--- config.mk ---
export PLATFORM = sky130hd
export DESIGN_NAME = operand_capture_sel
export DESIGN_NICKNAME = d
export VERILOG_FILES = /design/src/rtl/opcap_pkg.sv /design/src/rtl/tag_match_prio_enc.sv /design/src/rtl/operand_capture_sel.sv
export SDC_FILE = /design/constraint.sdc
export NUM_CORES = 1
export LEC_CHECK = 0
export ABC_AREA = 1
export CORE_MARGIN = 1
export CORE_UTILIZATION = 41
export CTS_CLUSTER_DIAMETER = 120
export DETAILED_ROUTE_END_ITERATION = 7
export PLACE_DENSITY = 0.95
export SYNTH_ARGS = -nofsm -noshare
export SYNTH_HDL_FRONTEND = slang
export SYNTH_SLANG_ARGS = --single-unit
--- constraint.sdc ---
create_clock -name clk_in -period 3.65 [get_ports clk_in]
set_clock_uncertainty 0.1 [all_clocks]
set_input_delay 0.9125 -clock clk_in [delete_from_list [all_inputs] [get_ports clk_in]]
set_output_delay 0.9125 -clock clk_in [all_outputs]
set_load 0.05 [all_outputs]
--- src/rtl/opcap_pkg.sv ---
// ============================================================================
// opcap_pkg : shared types and defaults for reservation-station operand slots
// Rev 1.0
// ============================================================================
`default_nettype none

package opcap_pkg;

   localparam int TAG_W_DEFAULT  = 4;
   localparam int DATA_W_DEFAULT = 32;

   typedef enum logic [1:0] {
      EMPTY = 2'b00,
      WAIT  = 2'b01,
      READY = 2'b10
   } opcap_state_e;

   function automatic int clog2_min1(input int n);
      return (n <= 2) ? 1 : $clog2(n);
   endfunction

endpackage

`default_nettype wire

--- src/rtl/tag_match_prio_enc.sv ---
// ============================================================================
// tag_match_prio_enc : N-way tag compare with fixed-priority (index 0 first) winner
// Rev 1.0
// ============================================================================
`default_nettype none

module tag_match_prio_enc #(
   parameter int N     = 4,
   parameter int TAG_W = 4,
   parameter int SEL_W = 2
) (
   input  logic [N*TAG_W-1:0] tag_in,
   input  logic [N-1:0]       valid_in,
   input  logic [TAG_W-1:0]   cmp_tag_in,
   output logic               any_match_out,
   output logic               multi_match_out,
   output logic [SEL_W-1:0]   win_idx_out
);

   logic [N-1:0] w_match;

   for (genvar gi = 0; gi < N; gi++) begin : g_cmp
      assign w_match[gi] = valid_in[gi] && (tag_in[gi*TAG_W +: TAG_W] == cmp_tag_in);
   end

   logic w_seen;

   always_comb begin
      win_idx_out     = '0;
      multi_match_out = 1'b0;
      w_seen          = 1'b0;
      // Descending scan so the lowest matching index is the last one written.
      for (int i = N - 1; i >= 0; i--) begin
         if (w_match[i]) begin
            win_idx_out = SEL_W'(i);
         end
      end
      for (int i = 0; i < N; i++) begin
         multi_match_out = multi_match_out | (w_seen & w_match[i]);
         w_seen          = w_seen | w_match[i];
      end
   end

   assign any_match_out = |w_match;

endmodule

`default_nettype wire

--- src/rtl/operand_capture_sel.sv ---
// ============================================================================
// operand_capture_sel : one reservation-station operand slot with CDB capture
// Rev 1.0
// ============================================================================
`default_nettype none

module operand_capture_sel
   import opcap_pkg::*;
#(
   parameter int NUM_PIPES = 4,
   parameter int TAG_W     = TAG_W_DEFAULT,
   parameter int DATA_W    = DATA_W_DEFAULT,
   parameter int SEL_W     = clog2_min1(NUM_PIPES)
) (
   input  logic                        clk_in,
   input  logic                        reset_n_in,
   input  logic                        alloc_valid_in,
   input  logic [TAG_W-1:0]            alloc_tag_in,
   input  logic                        alloc_ready_in,
   input  logic [DATA_W-1:0]           alloc_data_in,
   input  logic [NUM_PIPES-1:0]        cdb_valid_in,
   input  logic [NUM_PIPES*TAG_W-1:0]  cdb_tag_in,
   input  logic [NUM_PIPES*DATA_W-1:0] cdb_data_in,
   input  logic                        issue_in,
   input  logic                        flush_in,
   input  logic                        clr_err_in,
   output logic                        busy_out,
   output logic                        operand_ready_out,
   output logic [DATA_W-1:0]           operand_data_out,
   output logic [SEL_W-1:0]            reg_data_mux_sel_out,
   output logic                        multi_match_err_out
);

   opcap_state_e      state_q, state_d;
   logic [TAG_W-1:0]  tag_q, tag_d;
   logic [DATA_W-1:0] data_q, data_d;
   logic [SEL_W-1:0]  sel_q, sel_d;
   logic              err_q, err_d;

   logic              w_alloc_take;
   logic              w_eval;
   logic [TAG_W-1:0]  w_cmp_tag;
   logic              w_any_match;
   logic              w_multi_match;
   logic [SEL_W-1:0]  w_win_idx;
   logic [DATA_W-1:0] w_win_data;
   logic [DATA_W-1:0] w_cdb_data [NUM_PIPES];

   // An allocation lands from EMPTY, or from READY when the current operand issues.
   assign w_alloc_take = alloc_valid_in &&
                         ((state_q == EMPTY) || ((state_q == READY) && issue_in));
   assign w_eval       = (state_q == WAIT) || w_alloc_take;
   assign w_cmp_tag    = (state_q == WAIT) ? tag_q : alloc_tag_in;

   tag_match_prio_enc #(
      .N     (NUM_PIPES),
      .TAG_W (TAG_W),
      .SEL_W (SEL_W)
   ) u_match (
      .tag_in          (cdb_tag_in),
      .valid_in        (cdb_valid_in),
      .cmp_tag_in      (w_cmp_tag),
      .any_match_out   (w_any_match),
      .multi_match_out (w_multi_match),
      .win_idx_out     (w_win_idx)
   );

   for (genvar gi = 0; gi < NUM_PIPES; gi++) begin : g_unpack
      assign w_cdb_data[gi] = cdb_data_in[gi*DATA_W +: DATA_W];
   end

   assign w_win_data = w_cdb_data[w_win_idx];

   always_comb begin
      state_d = state_q;
      tag_d   = tag_q;
      data_d  = data_q;
      sel_d   = sel_q;

      case (state_q)
         EMPTY: ;
         WAIT: begin
            if (w_any_match) begin
               state_d = READY;
               data_d  = w_win_data;
               sel_d   = w_win_idx;
            end
         end
         READY: begin
            if (issue_in) begin
               state_d = EMPTY;
               tag_d   = '0;
               data_d  = '0;
               sel_d   = '0;
            end
         end
         default: begin
            state_d = EMPTY;
            tag_d   = '0;
            data_d  = '0;
            sel_d   = '0;
         end
      endcase

      if (w_alloc_take) begin
         if (alloc_ready_in) begin
            state_d = READY;
            data_d  = alloc_data_in;
            sel_d   = '0;
         end else if (w_any_match) begin
            state_d = READY;
            data_d  = w_win_data;
            sel_d   = w_win_idx;
         end else begin
            state_d = WAIT;
            tag_d   = alloc_tag_in;
            data_d  = '0;
            sel_d   = '0;
         end
      end

      if (flush_in) begin
         state_d = EMPTY;
         tag_d   = '0;
         data_d  = '0;
         sel_d   = '0;
      end
   end

   // A multi-match set outranks a same-cycle clear; a flushed cycle's match is discarded.
   always_comb begin
      err_d = err_q;
      if (clr_err_in) begin
         err_d = 1'b0;
      end
      if (w_eval && w_multi_match && !flush_in) begin
         err_d = 1'b1;
      end
   end

   always_ff @(posedge clk_in or negedge reset_n_in) begin
      if (!reset_n_in) begin
         state_q <= EMPTY;
         tag_q   <= '0;
         data_q  <= '0;
         sel_q   <= '0;
         err_q   <= 1'b0;
      end else begin
         state_q <= state_d;
         tag_q   <= tag_d;
         data_q  <= data_d;
         sel_q   <= sel_d;
         err_q   <= err_d;
      end
   end

   assign busy_out             = (state_q == WAIT) || (state_q == READY);
   assign operand_ready_out    = (state_q == READY);
   assign operand_data_out     = data_q;
   assign reg_data_mux_sel_out = sel_q;
   assign multi_match_err_out  = err_q;

endmodule

`default_nettype wire

Word level (Yosys, flattened, before mapping)
Cells that the tools add are included.
- bits of input ports: 191
- logic and storage cells: 76
- bits in registers: 41
- output and inout port bits: 37
- reductions and logical operators: 17
- muxes and demuxes: 36
- bitwise logic cells: 8
- eq/ne operators: 9
- magnitude comparators: 1
- operators by type and width (kind ; number):
    $mux W32 ; 8
    $pmux W32 S3 ; 1
    $bmux W32 S2 ; 1
    $mux W2 ; 15
    $mux W4 ; 6
    $eq A4 B4 Y1 ; 4
    $pmux W2 S3 ; 2
    $logic_and A1 B1 Y1 ; 8
    $ne A4 B3 Y1 const B ; 2
    $pmux W4 S2 ; 1
    $or A1 B1 Y1 ; 4
    $reduce_or A4 Y1 ; 1
    $and A1 B1 Y1 ; 3
    $ge A3 B3 Y1 const B ; 1
    $logic_or A1 B1 Y1 ; 3
    $ne A3 B3 Y1 const B ; 1
    $not A2 Y3 ; 1
    $reduce_and A3 Y1 ; 1
    $eq A2 B1 Y1 const B ; 1
    $eq A2 B2 Y1 const B ; 1
    $logic_not A2 Y1 ; 1
    $mux W1 ; 2
    $reduce_bool A2 Y1 ; 1
    $reduce_or A2 Y1 ; 1
    $logic_not A1 Y1 ; 1

Depth between registers and ports, before layout
- word-level depth: 16
- depth in mapped cells: 19
- mapped depth without buffers: 18

Modules after synthesis
A second synthesis with hierarchy kept.
- cells, all modules: 708
- area total of the unflattened synthesis: 3791.1 sq um
- by module, submodules not included (module ; times used ; sequential area each (sq um) ; cells each ; area each (sq um)):
    operand_capture_sel ; 1 ; 1026.0 ; 627 ; 3439.5
    tag_match_prio_enc ; 1 ; 0.0 ; 81 ; 351.6

Worst setup path before layout
No wires, ideal clock.
- kind: input to register
- start: in alloc_tag_in[3]
- end: reg data_q[1] (netlist: operand_data_out[1])
- library setup time: 118 ps
- cell stages on the path: 14
- arrival: 2101 ps
- data required time: 3432 ps
- setup slack: 1331 ps
- buffers on the path: 1
- cell sequence: nand2_1 nand2_1 nand2_1 a21oi_1 nand3_2 nand2_1 inv_2 nand2_2 buf_2 nand3_1 nand2_1 nand2_1 nand2_1 nand2_1
- cells in the longest elaborated chain, start to end: 15
- elaborated cells on any way between the ends: 26
- those cells by class: eq/ne: 5; mux: 14; bitwise: 1; reduce/logical: 6
- ends and longest elaborated chain (item ; RTL line ; RTL):
    start: declaration ; operand_capture_sel.sv:18 ; input logic [TAG_W-1:0] alloc_tag_in,
    $mux W4 * ; operand_capture_sel.sv:53 ; assign w_cmp_tag = (state_q == WAIT) ? tag_q : alloc_tag_in;
    $eq A4 B4 Y1 ; tag_match_prio_enc.sv:23 ; assign w_match[gi] = valid_in[gi] && (tag_in[gi*TAG_W +: TAG_W] == cmp_tag_in);
    $logic_and A1 B1 Y1 ; tag_match_prio_enc.sv:23 ;
    $mux W2 (4 in series) ; tag_match_prio_enc.sv:34 ; if (w_match[i]) begin
    $not A2 Y3 (not written as such) ; operand_capture_sel.sv:72 ; assign w_win_data = w_cdb_data[w_win_idx];
    $bmux W32 S2 ; operand_capture_sel.sv:72 ;
    $mux W32 (not written as such) (2 in series) ; operand_capture_sel.sv:72 ;
    $mux W32 (on tied branches) ; operand_capture_sel.sv:83, operand_capture_sel.sv:110 ;
    $pmux W32 S3 / $mux W32 (equally long branches) ; operand_capture_sel.sv:80, operand_capture_sel.sv:106 ;
    $mux W32 ; operand_capture_sel.sv:105 ; if (w_alloc_take) begin
    $mux W32 ; operand_capture_sel.sv:122 ; if (flush_in) begin
    end signal: assignment ; operand_capture_sel.sv:151 ; data_q <= data_d;
    end: declaration ; operand_capture_sel.sv:36 ; logic [DATA_W-1:0] data_q, data_d;
Mark *: on every way between the ends. The rest lies on a longest branch, timed or not. The select of a mux whose other input is x is not followed.
A chain may end at the register's enable or synchronous reset.

Worst setup path after layout
- start: in alloc_tag_in[1]
- end: reg data_q[0] (netlist: operand_data_out[0])
Same word-level chain as after synthesis.

==> out/qor.txt <==
GLOBAL ROUTE
------------------------------------------------------------------------------------------
Total track usage                                                                   29.99%
Number of antenna violations at the first check in global routing                        0
Via count of the first global-routing pass                                            4821
Largest net degree at the start of global routing                                       45
Gr ovfl total                                                                            0
Wire length of the first global-routing pass                                      23.09 mm

DRT
------------------------------------------------------------------------------------------
Average wire length per cell after detail routing                                 14.61 µm
Number of iterations in the first detailed-routing pass                                  5
Post-Route WL                                                                     14.11 mm
Count of nets left with antenna violations after detail routing                          0
# DRC                                                                                    0
Vias per cell                                                                        5.226
DRC violation total after the first TritonRoute iteration                              279
Via total after detailed routing                                                      5048

STA
------------------------------------------------------------------------------------------
Period minus WS final                                                              2900 ps
Worst rel slew slack                                                                35.08%
RSZ-0062 raised after global routing                                                 false
Setup ws final                                                                    750.4 ps
Post-route clock period utilization                                                 79.44%
Fin. max-slew vios                                                                       0
Total count of hold-check failures in the final report                                   0
Final sum of negative setup slack                                                     0 ps
Transition time at the pin with the least slew margin                             973.8 ps
Max Freq                                                                         344.9 MHz
Setup-failing EPs final                                                                  0

PLACE
------------------------------------------------------------------------------------------
Post-detailed-placement cell area                                                 6030 µm²
Count of input and output buffers                                                      227
Pre-CTS worst setup slack                                                         461.8 ps
Placed insts                                                                           958
Placer Congestion                                                                   0.9586
Detailed Place HPWL                                                               10.74 mm

CLOCK TREE
------------------------------------------------------------------------------------------
Number of resized instances in the post-cts repair step                                  0
Inserted Clock Buffers                                                                   5
Post-CTS setup buffer count                                                              0
Htree depth                                                                              2
Cts-stage hold buffer count                                                              0
CTS tree                                                                             built
Clock edge transition at the registers on the reported setup and hold paths         100 ps
Clk buf depth                                                                            2
Skew-Pair Late Insertion Delay                                                      300 ps
Clock tree root buffer cell                                                   sky130_fd_sc_hd__clkbuf_8
Clk sinks                                                                               41

SYNTHESIS
------------------------------------------------------------------------------------------
Number of nets in the synthesized netlist                                              843
Area share of the largest cell type after synthesis                                 27.90%
Most frequent cells after synthesis                                           274 x sky130_fd_sc_hd__nand2_1, 150 x sky130_fd_sc_hd__nand3_1, 79 x sky130_fd_sc_hd__nor2_1
Number of synthesis warnings                                                             0
Share of synthesized area occupied by flip-flops and latches                        27.83%
Leading cell type by number of instances after synthesis                      sky130_fd_sc_hd__nand2_1
Cells taking the most area after synthesis                                    sky130_fd_sc_hd__nand2_1 28%, sky130_fd_sc_hd__dfrtp_1 28%, sky130_fd_sc_hd__nand3_1 20%
Register bit count reported by yosys                                                    41
Post-Syn Area per Cell                                                           5.688 µm²
Mapped Cells                                                                           648
Async SR Flop Fraction                                                              100.0%
Number of distinct library cells after synthesis                                        25
Synthesized cell area                                                             3686 µm²
Cell taking the most area after synthesis                                     sky130_fd_sc_hd__nand2_1
Ys flop type                                                                  sky130_fd_sc_hd__dfrtp_1
EDFF count, synth                                                                        0

WORST SETUP PATH
------------------------------------------------------------------------------------------
Count of buffer and inverter cells on the critical path                                  3
WP data arrival                                                                    3000 ps
Critical path type                                                                  in2reg
Highest cell delay on the worst timing path                                         520 ps
Ordered cell list for the critical path                                       clkdlybuf4s50_1, nand2_2, nand2_1, nand2_1, a21oi_1, nand3_2, nand2_1, inv_2, nand2_2, buf_4, nand3_1, nand2_1, nand2_1, nand2_1, nand2_1
Kind of end point of the critical path                                           flip-flop
Start of the worst register-to-register path                                    state_q[1]
CP Data Required Time                                                              3750 ps
Cell at the slowest stage of the critical path                                sky130_fd_sc_hd__clkdlybuf4s50_1
Most used cell, CP                                                            sky130_fd_sc_hd__nand2_1
Element type at the critical path start                                         input port
Crit path max fanout                                                                    15
Delay-heaviest family, CP                                                     simple AND/OR/NAND/NOR gates
CP startpoint                                                                 alloc_tag_in[1]

FINAL LAYOUT
------------------------------------------------------------------------------------------
Antenna cells                                                                            0
Fin nets                                                                              1052
Count of fill cells added during filler insertion                                      753
Growth of design area from synthesis to finish                                      65.95%
Layout cell share with drive strength beyond 1                                      4.662%
Filler-free cell count of the finished design                                          966
Final std cell area, no fill                                                      6117 µm²

MIN PATH
------------------------------------------------------------------------------------------
Hold Startpoint                                                               operand_data_out[30]
Class of the worst hold path                                                       reg2reg

FLOORPLAN
------------------------------------------------------------------------------------------
Die ar.                                                                           9373 µm²
Horiz. Die Dim                                                                    96.82 µm
Initial Utilization                                                                 42.27%
Vertical die dimension                                                            96.82 µm
CORE AREA                                                                         8721 µm²
Top-level port count                                                                   228
Number of standard-cell rows in the floorplan                                           34

POWER
------------------------------------------------------------------------------------------
Cell leakage power                                                                3.056 nW
Final Power                                                                       1.928 mW
Power Density                                                                 315.2 nW/µm²
Worst ir drop on vdd                                                             0.1808 mV

OUTCOME
------------------------------------------------------------------------------------------
Result of the run                                                             complete, no violations

RUN
------------------------------------------------------------------------------------------
Max-cap violation count                                                                  0

==> layout make-up <==
type | instances | area [µm²] | area share (%)
Clock buffer | 6 | 72.57 | 1.186
Clock inverter | 2 | 15.01 | 0.2454
Inverter | 29 | 108.9 | 1.779
Multi-Input combinational cell | 540 | 2357 | 38.54
Sequential cell | 41 | 1026 | 16.77
Tap cell | 108 | 135.1 | 2.209
Timing Repair Buffer | 240 | 2402 | 39.27
==> cells in the final DEF (no fill, tap or decap), drive strengths merged <==
cell,n
nand2,284
clkdlybuf4s50,226
nand3,151
nor2,79
dfrtp,41
inv,29
buf,14
o21ai,6
clkbuf,6
a21oi,5
a211oi,4
ha,4
nand3b,2
clkinvlp,2
xnor2,1
nor3b,1
o22ai,1
a21boi,1
o211ai,1
==> layer usage <==
layer  routed length (µm)  vias up  part of all wire, %  GRT usage, %
li1                     -     2477                    -             -
met1                 5639     2314                   40         36.99
met2                 7105      224                   50         52.38
met3                  974       33                  6.9         4.913
met4                  394        0                  2.8         11.02
met5                    0        -                    0             0
==> where the power goes <==
group	total, mW	switching [mW]	leakage, nW	internal, mW
Sequential	0.555	0.0392	0.557	0.516
Combinational	1.06	0.619	2.46	0.438
Clock	0.316	0.181	0.0374	0.135
==> worst paths after layout <==
kind	end	slack [ps]	cells past startpoint
max in group asynchronous	operand_data_out[15]	2170	1
min in group asynchronous	operand_data_out[26]	660	1
worst max-delay path	operand_data_out[0]	750	15
worst min-delay path	operand_data_out[30]	390	2
worst max register to register	operand_data_out[21]	830	19
worst min register to register	operand_data_out[30]	390	2
==> sequential cells by signal (all words and copies together) (netlist names) <==
name,cells
state_q,2
multi_match_err_out,1
reg_data_mux_sel_out,2
tag_q,4
operand_data_out,32
==> logic make-up after synthesis <==
logic type | count (synthesis) | share of synthesized area, %
DFF | 41 | 27.83
adders and majority gates | 4 | 1.358
AOI/OAI and AO/OA | 18 | 2.987
and+or+nand+nor | 517 | 59.16
buffers and inverters | 67 | 8.418
xor gates and xnor gates | 1 | 0.2377
==> tightest hold or removal path, delay by kind of cell, from the launching register on <==
kind	cells	cell delay, ps
simple gates	2	100
flops	1	350
==> metrics by stage <==
step,utilization (%),hold slack (ps)
4_1_cts,70.14,388.9
2_1_floorplan,-,429.6
6_report,70.14,386.6
3_5_place_dp,69.14,364.3
5_1_grt,70.14,406.2
3_3_place_gp,69.14,361.5
Note: power is estimated with default switching activity, not from simulation.
